===== config.mk =====
export PLATFORM = sky130hd
export DESIGN_NAME = riscv_i32c_imem_responder
export DESIGN_NICKNAME = d
export VERILOG_FILES = /design/src/rtl/riscv_i32c_imem_responder.sv
export SDC_FILE = /design/constraint.sdc
export NUM_CORES = 1
export LEC_CHECK = 0
export CORE_ASPECT_RATIO = 1.1
export CORE_MARGIN = 5
export CORE_UTILIZATION = 41
export DETAILED_ROUTE_END_ITERATION = 10
export PLACE_DENSITY = 0.82
export SETUP_SLACK_MARGIN = 0.15
export SKIP_LAST_GASP = 1
export SYNTH_ARGS = -nofsm -noshare
export SYNTH_HDL_FRONTEND = slang
export SYNTH_SLANG_ARGS = --single-unit
export TNS_END_PERCENT = 10

===== constraint.sdc =====
create_clock -name clk -period 3.7 [get_ports clk]
set_clock_uncertainty 0.2 [all_clocks]
set_input_delay 0.74 -clock clk [delete_from_list [all_inputs] [get_ports clk]]
set_output_delay 0.74 -clock clk [all_outputs]
set_load 0.01 [all_outputs]

===== src/rtl/riscv_i32c_imem_responder.sv =====
// riscv_i32c_imem_responder: imem fetch/write responder on a 1-cycle synchronous 32-bit SRAM.
// Optional macro RISCV_IMEM_SHORT_FETCH_EN: unaligned misses whose upper half is compressed complete early.
module riscv_i32c_imem_responder #(
  parameter int ADDR_WIDTH = 14
) (
  input  logic                  clk,
  input  logic                  clk__enable,
  input  logic                  reset_n,
  input  logic [31:0]           imem_access_req__address,
  input  logic [3:0]            imem_access_req__byte_enable,
  input  logic                  imem_access_req__write_enable,
  input  logic                  imem_access_req__read_enable,
  input  logic [31:0]           imem_access_req__write_data,
  output logic                  imem_access_resp__wait,
  output logic [31:0]           imem_access_resp__read_data,
  output logic                  sram_select,
  output logic                  sram_read_not_write,
  output logic [ADDR_WIDTH-1:0] sram_address,
  output logic [3:0]            sram_write_enable,
  output logic [31:0]           sram_write_data,
  input  logic [31:0]           sram_read_data
);

  typedef enum logic [1:0] {ST_IDLE, ST_FIRST, ST_DATA, ST_MERGE} state_t;

  state_t                  r_state, w_state_next;
  logic                    r_buf_valid, w_buf_valid_next;
  logic [31:0]             r_buf_word, w_buf_word_next;
  logic [ADDR_WIDTH-1:0]   r_buf_addr, w_buf_addr_next;
  logic [ADDR_WIDTH-1:0]   r_addr, w_addr_next;
  logic [ADDR_WIDTH-1:0]   w_req_word, w_req_word_inc, w_addr_inc;
  logic                    w_buf_hit;
  logic                    w_unused;

  assign w_req_word     = imem_access_req__address[ADDR_WIDTH+1:2];
  assign w_req_word_inc = w_req_word + ADDR_WIDTH'(1);
  assign w_addr_inc     = r_addr + ADDR_WIDTH'(1);
  assign w_buf_hit      = r_buf_valid && (r_buf_addr == w_req_word);
  assign w_unused       = ^{imem_access_req__address[31:ADDR_WIDTH+2], imem_access_req__address[0]};

  always_comb begin
    w_state_next                = r_state;
    w_buf_valid_next            = r_buf_valid;
    w_buf_word_next             = r_buf_word;
    w_buf_addr_next             = r_buf_addr;
    w_addr_next                 = r_addr;
    imem_access_resp__wait      = 1'b0;
    imem_access_resp__read_data = 32'h0;
    sram_select                 = 1'b0;
    sram_read_not_write         = 1'b1;
    sram_address                = w_req_word;
    sram_write_enable           = 4'h0;
    sram_write_data             = 32'h0;

    case (r_state)
      ST_IDLE: begin
        if (imem_access_req__write_enable) begin
          sram_select         = 1'b1;
          sram_read_not_write = 1'b0;
          sram_write_enable   = imem_access_req__byte_enable;
          sram_write_data     = imem_access_req__write_data;
          if (w_buf_hit) begin
            w_buf_valid_next = 1'b0;
          end
        end else if (imem_access_req__read_enable) begin
          sram_select            = 1'b1;
          imem_access_resp__wait = 1'b1;
          w_addr_next            = w_req_word;
          if (!imem_access_req__address[1]) begin
            w_state_next = ST_DATA;
          end else if (w_buf_hit) begin
            // Lower half already buffered: only the following word is needed.
            sram_address = w_req_word_inc;
            w_state_next = ST_MERGE;
          end else begin
            w_state_next = ST_FIRST;
          end
        end
      end

      ST_FIRST: begin
        w_buf_word_next        = sram_read_data;
        w_buf_addr_next        = r_addr;
        w_buf_valid_next       = 1'b1;
        sram_select            = 1'b1;
        sram_address           = w_addr_inc;
        imem_access_resp__wait = 1'b1;
        w_state_next           = ST_MERGE;
`ifdef RISCV_IMEM_SHORT_FETCH_EN
        if (sram_read_data[17:16] != 2'b11) begin
          sram_select                 = 1'b0;
          imem_access_resp__wait      = 1'b0;
          imem_access_resp__read_data = {16'h0, sram_read_data[31:16]};
          w_state_next                = ST_IDLE;
        end
`endif
      end

      ST_DATA: begin
        imem_access_resp__read_data = sram_read_data;
        w_buf_word_next             = sram_read_data;
        w_buf_addr_next             = r_addr;
        w_buf_valid_next            = 1'b1;
        w_state_next                = ST_IDLE;
      end

      ST_MERGE: begin
        imem_access_resp__read_data = {sram_read_data[15:0], r_buf_word[31:16]};
        w_buf_word_next             = sram_read_data;
        w_buf_addr_next             = w_addr_inc;
        w_buf_valid_next            = 1'b1;
        w_state_next                = ST_IDLE;
      end

      default: w_state_next = ST_IDLE;
    endcase
  end

  always_ff @(posedge clk or negedge reset_n) begin
    if (!reset_n) begin
      r_state     <= ST_IDLE;
      r_buf_valid <= 1'b0;
      r_buf_word  <= 32'h0;
      r_buf_addr  <= '0;
      r_addr      <= '0;
    end else if (clk__enable) begin
      r_state     <= w_state_next;
      r_buf_valid <= w_buf_valid_next;
      r_buf_word  <= w_buf_word_next;
      r_buf_addr  <= w_buf_addr_next;
      r_addr      <= w_addr_next;
    end
  end

endmodule


Word level (Yosys, flattened, before mapping). Cells that the tools add are included.

Flip-flop bits (word level): 63. Bits of input ports: 105. Output and inout port bits: 85. Word-level logic and storage cells: 53.

Add/subtract/negate cells: 2. Eq/ne operators: 8. Multiplexer cells: 26. Bitwise operators: 1. Reduce and logical (&&, ||, !) cells: 11.

Operators with widths (count): $mux W32 (2); $pmux W32 S2 (1); $mux W14 (4); $pmux W14 S2 (2); $add A14 B1 Y14 const B (2); $eq A14 B14 Y1 (1); $mux W2 (4); $mux W4 (2); $ne A2 B2 Y1 const B (4); $mux W1 (7); $pmux W1 S2 (3); $pmux W2 S3 (1); $reduce_and A3 Y1 (2); $eq A2 B2 Y1 const B (2); $reduce_and A2 Y1 (2); $reduce_and A4 Y1 (1); $reduce_or A2 Y1 (2); $reduce_or A3 Y1 (1); $eq A2 B1 Y1 const B (1); $logic_not A2 Y1 (1); $reduce_bool A2 Y1 (1); $logic_and A1 B1 Y1 (1); $not A1 Y1 (1).

Depth between registers and ports, before layout. Gate-level depths: netlist of run 1.

Depth in word-level cells: 7. Mapped depth: 8. Depth with buffers taken out: 7.

Worst setup path after synthesis of run 1. No wires, ideal clock.

Path kind: input -> output. From: in imem_access_req__address[13]. To: out sram_address[8]. Data arrival time: 2270 ps. Slack: 490 ps. Cell stages on the path: 8. Path buffers: 2. Path through: buf_6 -> xor2_2 -> nor4_4 -> nand4_2 -> buf_6 -> nor4_4 -> nor3_1 -> a311oi_1.

Longest elaborated chain between the ends: 7.

RTL lines: from (decl) (line 9) `input logic [31:0] imem_access_req__address,`; $eq A14 B14 Y1 (line 38) `assign w_buf_hit = r_buf_valid && (r_buf_addr == w_req_word);`; $logic_and A1 B1 Y1 (line 38); $mux W14 (line 71) `end else if (w_buf_hit) begin`; $mux W14 (line 69) `if (!imem_access_req__address[1]) begin`; $mux W14 (line 65) `end else if (imem_access_req__read_enable) begin`; $mux W14 (line 57) `if (imem_access_req__write_enable) begin`; $pmux W14 S2 (line 55) `case (r_state)`; to (decl) (line 18) `output logic [ADDR_WIDTH-1:0] sram_address,`.

Every way passes these cells.

Worst setup path in the final report of run 1.
From: in imem_access_req__address[13]. To: out sram_address[2].

Same word-level chain as after synthesis.

==> results of run 1 <==
[per-layer routing]
metal	track usage	routed length (um)	vias up
li1	-	-	1902
met1	0.273	4880	1920
met2	0.416	6720	232
met3	0.0573	1430	33
met4	0.0921	352	0
met5	0	0	-
[timing repair]
action | CTS | global route
setup buffers | 6 | 0
pin swaps | 17 | 8
endpoints found under the setup margin | 14 | 13
resized for setup | 123 | 16
[state kept, by name (all words and copies together), names as in the netlist]
signal / cells
r_state: 2
r_buf_addr: 14
r_addr: 14
r_buf_word: 16
r_buf_valid: 1
[layout by cell type, fill, tap and decap left out, types with 2 or more instances in the layout]
| cell type | Yosys | final |
|---|---|---|
| nor2_1 | 57 | 56 |
| nor4_2 | 2 | 3 |
| buf_6 | 5 | 5 |
| or4_1 | 3 | 2 |
| nand4_1 | 4 | 4 |
| mux2i_1 | 41 | 41 |
| clkbuf_8 | 0 | 5 |
| mux2_1 | 16 | 16 |
| clkdlybuf4s15_1 | 0 | 3 |
| nor3_1 | 14 | 9 |
| nor3_2 | 1 | 5 |
| xor2_1 | 24 | 15 |
| xnor2_1 | 13 | 13 |
| and3_1 | 39 | 39 |
| a22oi_1 | 3 | 3 |
| nor2b_1 | 5 | 4 |
| a311oi_1 | 4 | 4 |
| nand3_1 | 13 | 13 |
| nand2_1 | 42 | 41 |
| xor2_4 | 0 | 3 |
| clkdlybuf4s50_1 | 0 | 140 |
| ha_1 | 2 | 2 |
| a21oi_1 | 4 | 3 |
| buf_2 | 4 | 16 |
| nor4_4 | 2 | 2 |
| a221oi_2 | 1 | 3 |
| xor2_2 | 2 | 8 |
| nand2b_1 | 2 | 2 |
| clkbuf_2 | 0 | 4 |
| dfrtp_1 | 47 | 46 |
| mux2_2 | 9 | 9 |
| buf_4 | 0 | 43 |
| dlygate4sd2_1 | 0 | 5 |
| o21ai_1 | 22 | 22 |
| o221ai_1 | 2 | 2 |
| o22ai_1 | 5 | 5 |
| inv_1 | 10 | 10 |
[per-stage QoR]
step	setup TNS (ns)	setup WS (ns)	hold slack [ns]	area [um2]	utilization
2_1_floorplan	0	0.490	0.244	3750	-
3_3_place_gp	-6.88	-0.589	0.275	5740	0.643
3_5_place_dp	-7.11	-0.614	0.286	5740	0.643
4_1_cts	0	0.0882	0.288	6010	0.674
5_1_grt	0	0.0901	0.315	6010	0.674
6_report	0	0.149	0.259	6010	0.674
[how the worst max path moves through the flow]
stage / from / to / slack (ns) / cells after the start
2_1_floorplan: imem_access_req__address[13] / sram_address[8] / 0.49 / 8
3_3_place_gp: imem_access_req__address[14] / sram_address[2] / -0.59 / 9
3_5_place_dp: imem_access_req__address[14] / sram_address[8] / -0.61 / 9
4_1_cts: imem_access_req__address[3] / sram_address[2] / 0.09 / 9
5_1_grt: imem_access_req__address[13] / sram_address[10] / 0.09 / 10
6_report: imem_access_req__address[13] / sram_address[2] / 0.15 / 9
[kinds of logic (layout without fill, tap and decap cells)]
| group | Yosys count | count (layout) | share of synthesized area |
|---|---|---|---|
| muxes | 66 | 66 | 0.184 |
| and+or+nand+nor | 190 | 190 | 0.260 |
| xor gates and xnor gates | 39 | 39 | 0.0950 |
| AOI/OAI and AO/OA | 48 | 48 | 0.0820 |
| adders and majority gates | 2 | 2 | 0.00666 |
| DFF | 47 | 47 | 0.313 |
| buffers and inverters | 48 | 237 | 0.0593 |
[power by group]
part           internal (mW)  switching, mW
clock                  0.205          0.196
sequential             0.756          0.316
combinational           1.20           1.21
total                   2.16           1.73
[cell type report]
class	count	area, um2	area share
multi-input combinational	345	2550	0.424
clock buffer	5	68.8	0.0115
sequential	47	1180	0.196
clock inverter	3	47.5	0.00791
inverter	11	41.3	0.00687
tap	114	143	0.0237
timing repair buffer	218	1980	0.330
==> results.md, run 1 <==
- Status: finished, final reports clean
- Worst reg2reg path endpoint: r_addr[2]$_DFFE_PN0P_
- Max Cap Viol: 0
- Die Ht: 110 um
- Final Cycle Share: 0.960
- Post-DP HPWL: between 10000 and 15000 um
- Reg-to-reg startpoint: r_state[1]$_DFFE_PN0P_
- Post-synth top area share: 0.313
- Post-synth top cells: nor2_1, dfrtp_1, nand2_1
- First-pass GRT wire length: slightly above 20000 um
- FILL cells: 722
- Vias in the first global route: 4183
- Crit path buf inv count: 3
- EDFF count, synth: 0
- Worst rel slew slack: 0.416
- CP delay by family, top: simple AND/OR/NAND/NOR gates
- Async S/R FF share, synth: 1.00
- Final std cells w/o fill: between 700 and 800
- Port Buffers: roughly 170
- Core region area: 0.00892 mm2
- Die width: a little over 100 um
- CTS buffer count: 5
- Antenna Nets Post-Route: 0
- Worst-skew pair later-pin latency: about 0.31 ns
- Mapped Cells: 440
- Pre-antenna DRT Iters: 5
- DRT iter0 DRCs: 268
- WP data required: around 2.8 ns
- H-Tree Depth: 2
- Top-count cell post-synth: nor2_1
- Top_reg_cell synth: dfrtp_1
- #FFs+latches synth: 47
- Diodes inserted: 0
- Yosys warns: 0
- Slew @ Worst Pin: between 0.8 and 0.9 ns
- Post-CTS Hold Fix Bufs: 0
- Reg clk slew, reported paths: ~0.090 ns
- Slowest-stage cell, CP: or4_4
- Post-Syn Nets: ~550
- Max Freq: ~280 MHz
- TritonCTS Sinks: 47
- Final wirelength: around 13000 um
- Hold Path Class: input port to asynchronous set/reset pin
- Worst Path Arrival: approximately 2.6 ns
- RSZ-0062 raised after global routing: yes
- Initial core utilization: 0.421
- Pwr Density: around 650 mW/mm2
- CP Max Fanout: 6
- Remaining global-route overflow: 0
- Total Power: 3.89 mW
- Mapped cell area: approximately 0.0038 mm2
- DR vias/cell: 5.50
- Placer congestion estimate: 0.921
- CP Cell Sequence: buf_4 > xor2_4 > nor4_4 > nand4_4 > buf_6 > or4_4 > a21oi_2 > a221oi_2 > buf_2
- Static leakage: 2.64 nW
- Clk buf depth: 2
- Seq/Total Area, Yosys: 0.313
- # setup viols final: 0
- Detail-routed net length per standard cell: 18.0 um
- Crit path kind: input port to primary output
- Die area: approximately 0.011 mm2
- Drt drc: 0
- Root buffer cell: clkbuf_8
- Final Net Count: between 700 and 800
- DR vias: ~4100
- Worst Setup Start Kind: input port
- GRT Overall Usage: 0.235
- Row count: 36
- Slowest stage delay, CP: between 0.4 and 0.5 ns
- Pin count of the biggest net entering global routing: 43
- Initial antenna violation count: 0
- Worst vdd ir: approximately 0.33 mV
- Placed Cells incl. Taps: between 700 and 800
- Syn_area_per_cell: 8.53 um2
- Reg2reg setup slack: ~0.98 ns
- Netlist cell types: 44
- Minimum clock period after layout: 3.55 ns
- Final Hold Fails: 0
- Worst reg2reg path depth: 5
- CTS tree: yes
- CP Capture Type: primary output
- Largest area contributor in the netlist: dfrtp_1
- Area delta synth->final: 60.0%
- Synth top area cells: dfrtp_1, mux2i_1, and3_1, nor2_1, xor2_1
- Fin. max-slew vios: 0
- IO Count: 190
- Layout cell share with drive strength beyond 1: 0.194
(Power assumes the default switching activity.)
==> inputs of run 2 (changes only) <==
Settings changed: CORE_UTILIZATION 41 to 37, PLACE_DENSITY 0.82 to 0.78.
Clock period 3.7 ns to 3.1 ns, I/O delays scaled along.
==> run 2 against run 1 <==
Net effect:
- the flow now finishes with violations (setup timing)
- worst setup slack got worse by 0.43 ns
- hold slack got worse by 0.061 ns
- non-clock buffer count increased by 15
==> results.md, run 2 (same netlist as run 1, synthesis figures left out) <==
- Final wirelength: 14000 um (was 13400 um)
- CP delay by family, top: simple AND/OR/NAND/NOR gates (unchanged)
- Final Net Count: 750 (was 735)
- DRT iter0 DRCs: 354 (was 268)
- Clock Power Share: 0.114 (was 0.103)
- RSZ-0062 raised after global routing: yes (unchanged)
- Worst-skew pair later-pin latency: 0.31 ns (about the same)
- Slew @ Worst Pin: 0.807 ns (was 0.875 ns)
- Max Freq: between 200 and 300 MHz
- Crit path buf inv count: 4 (was 3)
- # setup viols final: 14 (was 0)
- Worst rel slew slack: 0.461 (was 0.416)
- Root buffer cell: clkbuf_8 (unchanged)
- Pin count of the biggest net entering global routing: 48 (was 43)
- Failing checks: setup timing
- Most frequent cells in the layout: clkdlybuf4s50_1, nor2_1, buf_4, dfrtp_1 (was clkdlybuf4s50_1, nor2_1, dfrtp_1, buf_4)
- Vias in the first global route: 4006 (was 4183)
- CP Capture Type: primary output (unchanged)
- Initial core utilization: 0.380 (was 0.421)
- Minimum clock period after layout: around 3.4 ns
- Remaining global-route overflow: 0 (unchanged)
- WP data required: 2.28 ns (was 2.76 ns)
- Crit path kind: input port to primary output (unchanged)
- Commonest non-fill, non-tap cell in the layout: clkdlybuf4s50_1 (unchanged)
- Post-DP HPWL: 11100 um (was 10200 um)
- DR vias: 4079 (was 4087)
- Status: finished with violations (was finished, final reports clean)
- Sw frac: 0.430 (was 0.444)
- Die area: 0.0123 mm2 (was 0.0112 mm2)
- DR vias/cell: 5.34 (was 5.50)
- First-pass GRT wire length: 21500 um (was 20800 um)
- Reg power frac: 0.250 (was 0.276)
- Core Util, Final: 0.628 (was 0.674)
- TritonCTS Sinks: 47 (unchanged)
- GRT Overall Usage: 0.222 (was 0.235)
- Pre-antenna DRT Iters: 5 (unchanged)
- Hold WS: 0.197 ns (was 0.259 ns)
- Initial antenna violation count: 1 (was 0)
- CP Max Fanout: 6 (unchanged)
- Fin. max-slew vios: 0 (unchanged)
- Max FFs per register: 16 (unchanged)
- Worst vdd ir: 0.362 mV (was 0.328 mV)
- Slowest stage delay, CP: 0.41 ns (about the same)
- CTS tree: yes (unchanged)
- Total Power: 4.86 mW (was 3.89 mW)
- Final Hold Fails: 0 (unchanged)
- IO Count: 190 (unchanged)
- Worst Setup Start Kind: input port (unchanged)
- Static leakage: 2.75 nW (was 2.64 nW)
- Internal power: 2.77 mW (was 2.16 mW)
- Die Ht: 116 um (was 110 um)
- Drt drc: 0 (unchanged)
- Max Cap Viol: 0 (unchanged)
- Final WS setup: -0.279 ns (was 0.149 ns)
- Pwr Density: 783 mW/mm2 (was 647 mW/mm2)
- H-Tree Depth: 2 (unchanged)
- Hold Path Class: input port to asynchronous set/reset pin (unchanged)
- Die width: 106 um (was 101 um)
- Setup TNS: -2.07 ns (was 0 ns)
- Comb pwr share: 0.636 (was 0.621)
- Clk buf depth: 2 (unchanged)
- Core region area: 0.00989 mm2 (was 0.00892 mm2)
- Final Cycle Share: 1.09
- CP Cell Sequence: clkdlybuf4s15_2 > xor2_2 > nor4b_4 > nand4_4 > buf_12 > buf_6 > or4_4 > a21oi_2 > a221oi_2 > buf_2 (was buf_4 > xor2_4 > nor4_4 > nand4_4 > buf_6 > or4_4 > a21oi_2 > a221oi_2 > buf_2)
- Area delta synth->final: 65.3% (was 60.0%)
- Post-CTS Hold Fix Bufs: 0 (unchanged)
- Switch Pwr: 2.09 mW (was 1.73 mW)
- Slowest-stage cell, CP: or4_4 (unchanged)
- Reg clk slew, reported paths: 0.09 ns (about the same)
- Antenna Nets Post-Route: 0 (unchanged)
- Detail-routed net length per standard cell: 18.3 um (was 18.0 um)
- CTS buffer count: 5 (unchanged)
- Port Buffers: 172 (unchanged)
- Diodes inserted: 0 (unchanged)
- Worst Path Arrival: 2.56 ns (was 2.61 ns)
- Top reg by flops: r_buf_word (unchanged)
- Placer congestion estimate: 0.892 (was 0.921)
- Layout cell share with drive strength beyond 1: 0.216 (was 0.194)
- Row count: 38 (was 36)
- Top flop regs: r_buf_word: 16 flops, r_addr: 14 flops, r_buf_addr: 14 flops (unchanged)
==> run 2: changes by cell type in the layout (fill, tap and decap cells not counted), sizes merged <==
| cell | delta |
|---|---|
| buf | +12 |
| bufinv | +1 |
| clkbuf | -1 |
| clkdlybuf4s15 | +1 |
| clkinv | -1 |
| dlygate4sd2 | +3 |
==> run 2: timing repair <==
item                                    in CTS  in global routing
pin swaps                                   14                  6
hold endpoints to repair                     0                  0
cloned                                       0                  0
setup buffers                                5                  0
resized for setup                          114                 17
endpoints found under the setup margin      50                 68
==> run 2: metal layers <==
| layer | vias up | routed length (um) | global-route usage |
|---|---|---|---|
| li1 | 1928 | - | - |
| met1 | 1935 | 5160 | 0.257 |
| met2 | 181 | 7230 | 0.409 |
| met3 | 33 | 1090 | 0.0435 |
| met4 | 2 | 463 | 0.0794 |
| met5 | - | 13 | 0 |
==> run 2: final cells by class <==
type / count / area, um2
fill: 832 / 3680
sequential: 47 / 1180
clock buffer: 5 / 68.8
multi-input combinational: 345 / 2570
tap: 120 / 150
inverter: 11 / 41.3
clock inverter: 3 / 71.3
timing repair buffer: 233 / 2120
==> run 2: metrics by stage <==
step | instances | setup slack, ns | area [um2]
2_1_floorplan | 440 | 0.171 | 3760
3_5_place_dp | 751 | -1.11 | 5880
5_1_grt | 764 | -0.408 | 6210
6_report | 764 | -0.279 | 6210
3_3_place_gp | 751 | -1.16 | 5880
4_1_cts | 764 | -0.277 | 6180
==> run 2: power by group through the flow <==
stage	registers [mW]	clock network [mW]	logic (mW)
after floorplan	1.10	0	1.72
after global placement	1.19	0	3.06
after detailed placement	1.20	0	3.12
after CTS	1.21	0.568	3.08
after global routing	1.25	0.583	3.33
final	1.21	0.555	3.09
==> run 2: path summary, 6_finish.rpt <==
kind | startpoint | end | slack (ns) | cells after the start
worst max-delay path | imem_access_req__address[9] | sram_address[2] | -0.28 | 10
worst min-delay path | reset_n | r_buf_addr[11]$_DFFE_PN0P_ | 0.20 | 2
worst max register to register | r_state[1]$_DFFE_PN0P_ | r_buf_addr[8]$_DFFE_PN0P_ | 0.87 | 6
worst min register to register | r_buf_word[29]$_DFFE_PN0P_ | r_buf_word[29]$_DFFE_PN0P_ | 0.30 | 1
max in group asynchronous | reset_n | r_state[0]$_DFFE_PN0P_ | 2.03 | 2
min in group clk | r_buf_word[29]$_DFFE_PN0P_ | r_buf_word[29]$_DFFE_PN0P_ | 0.30 | 1
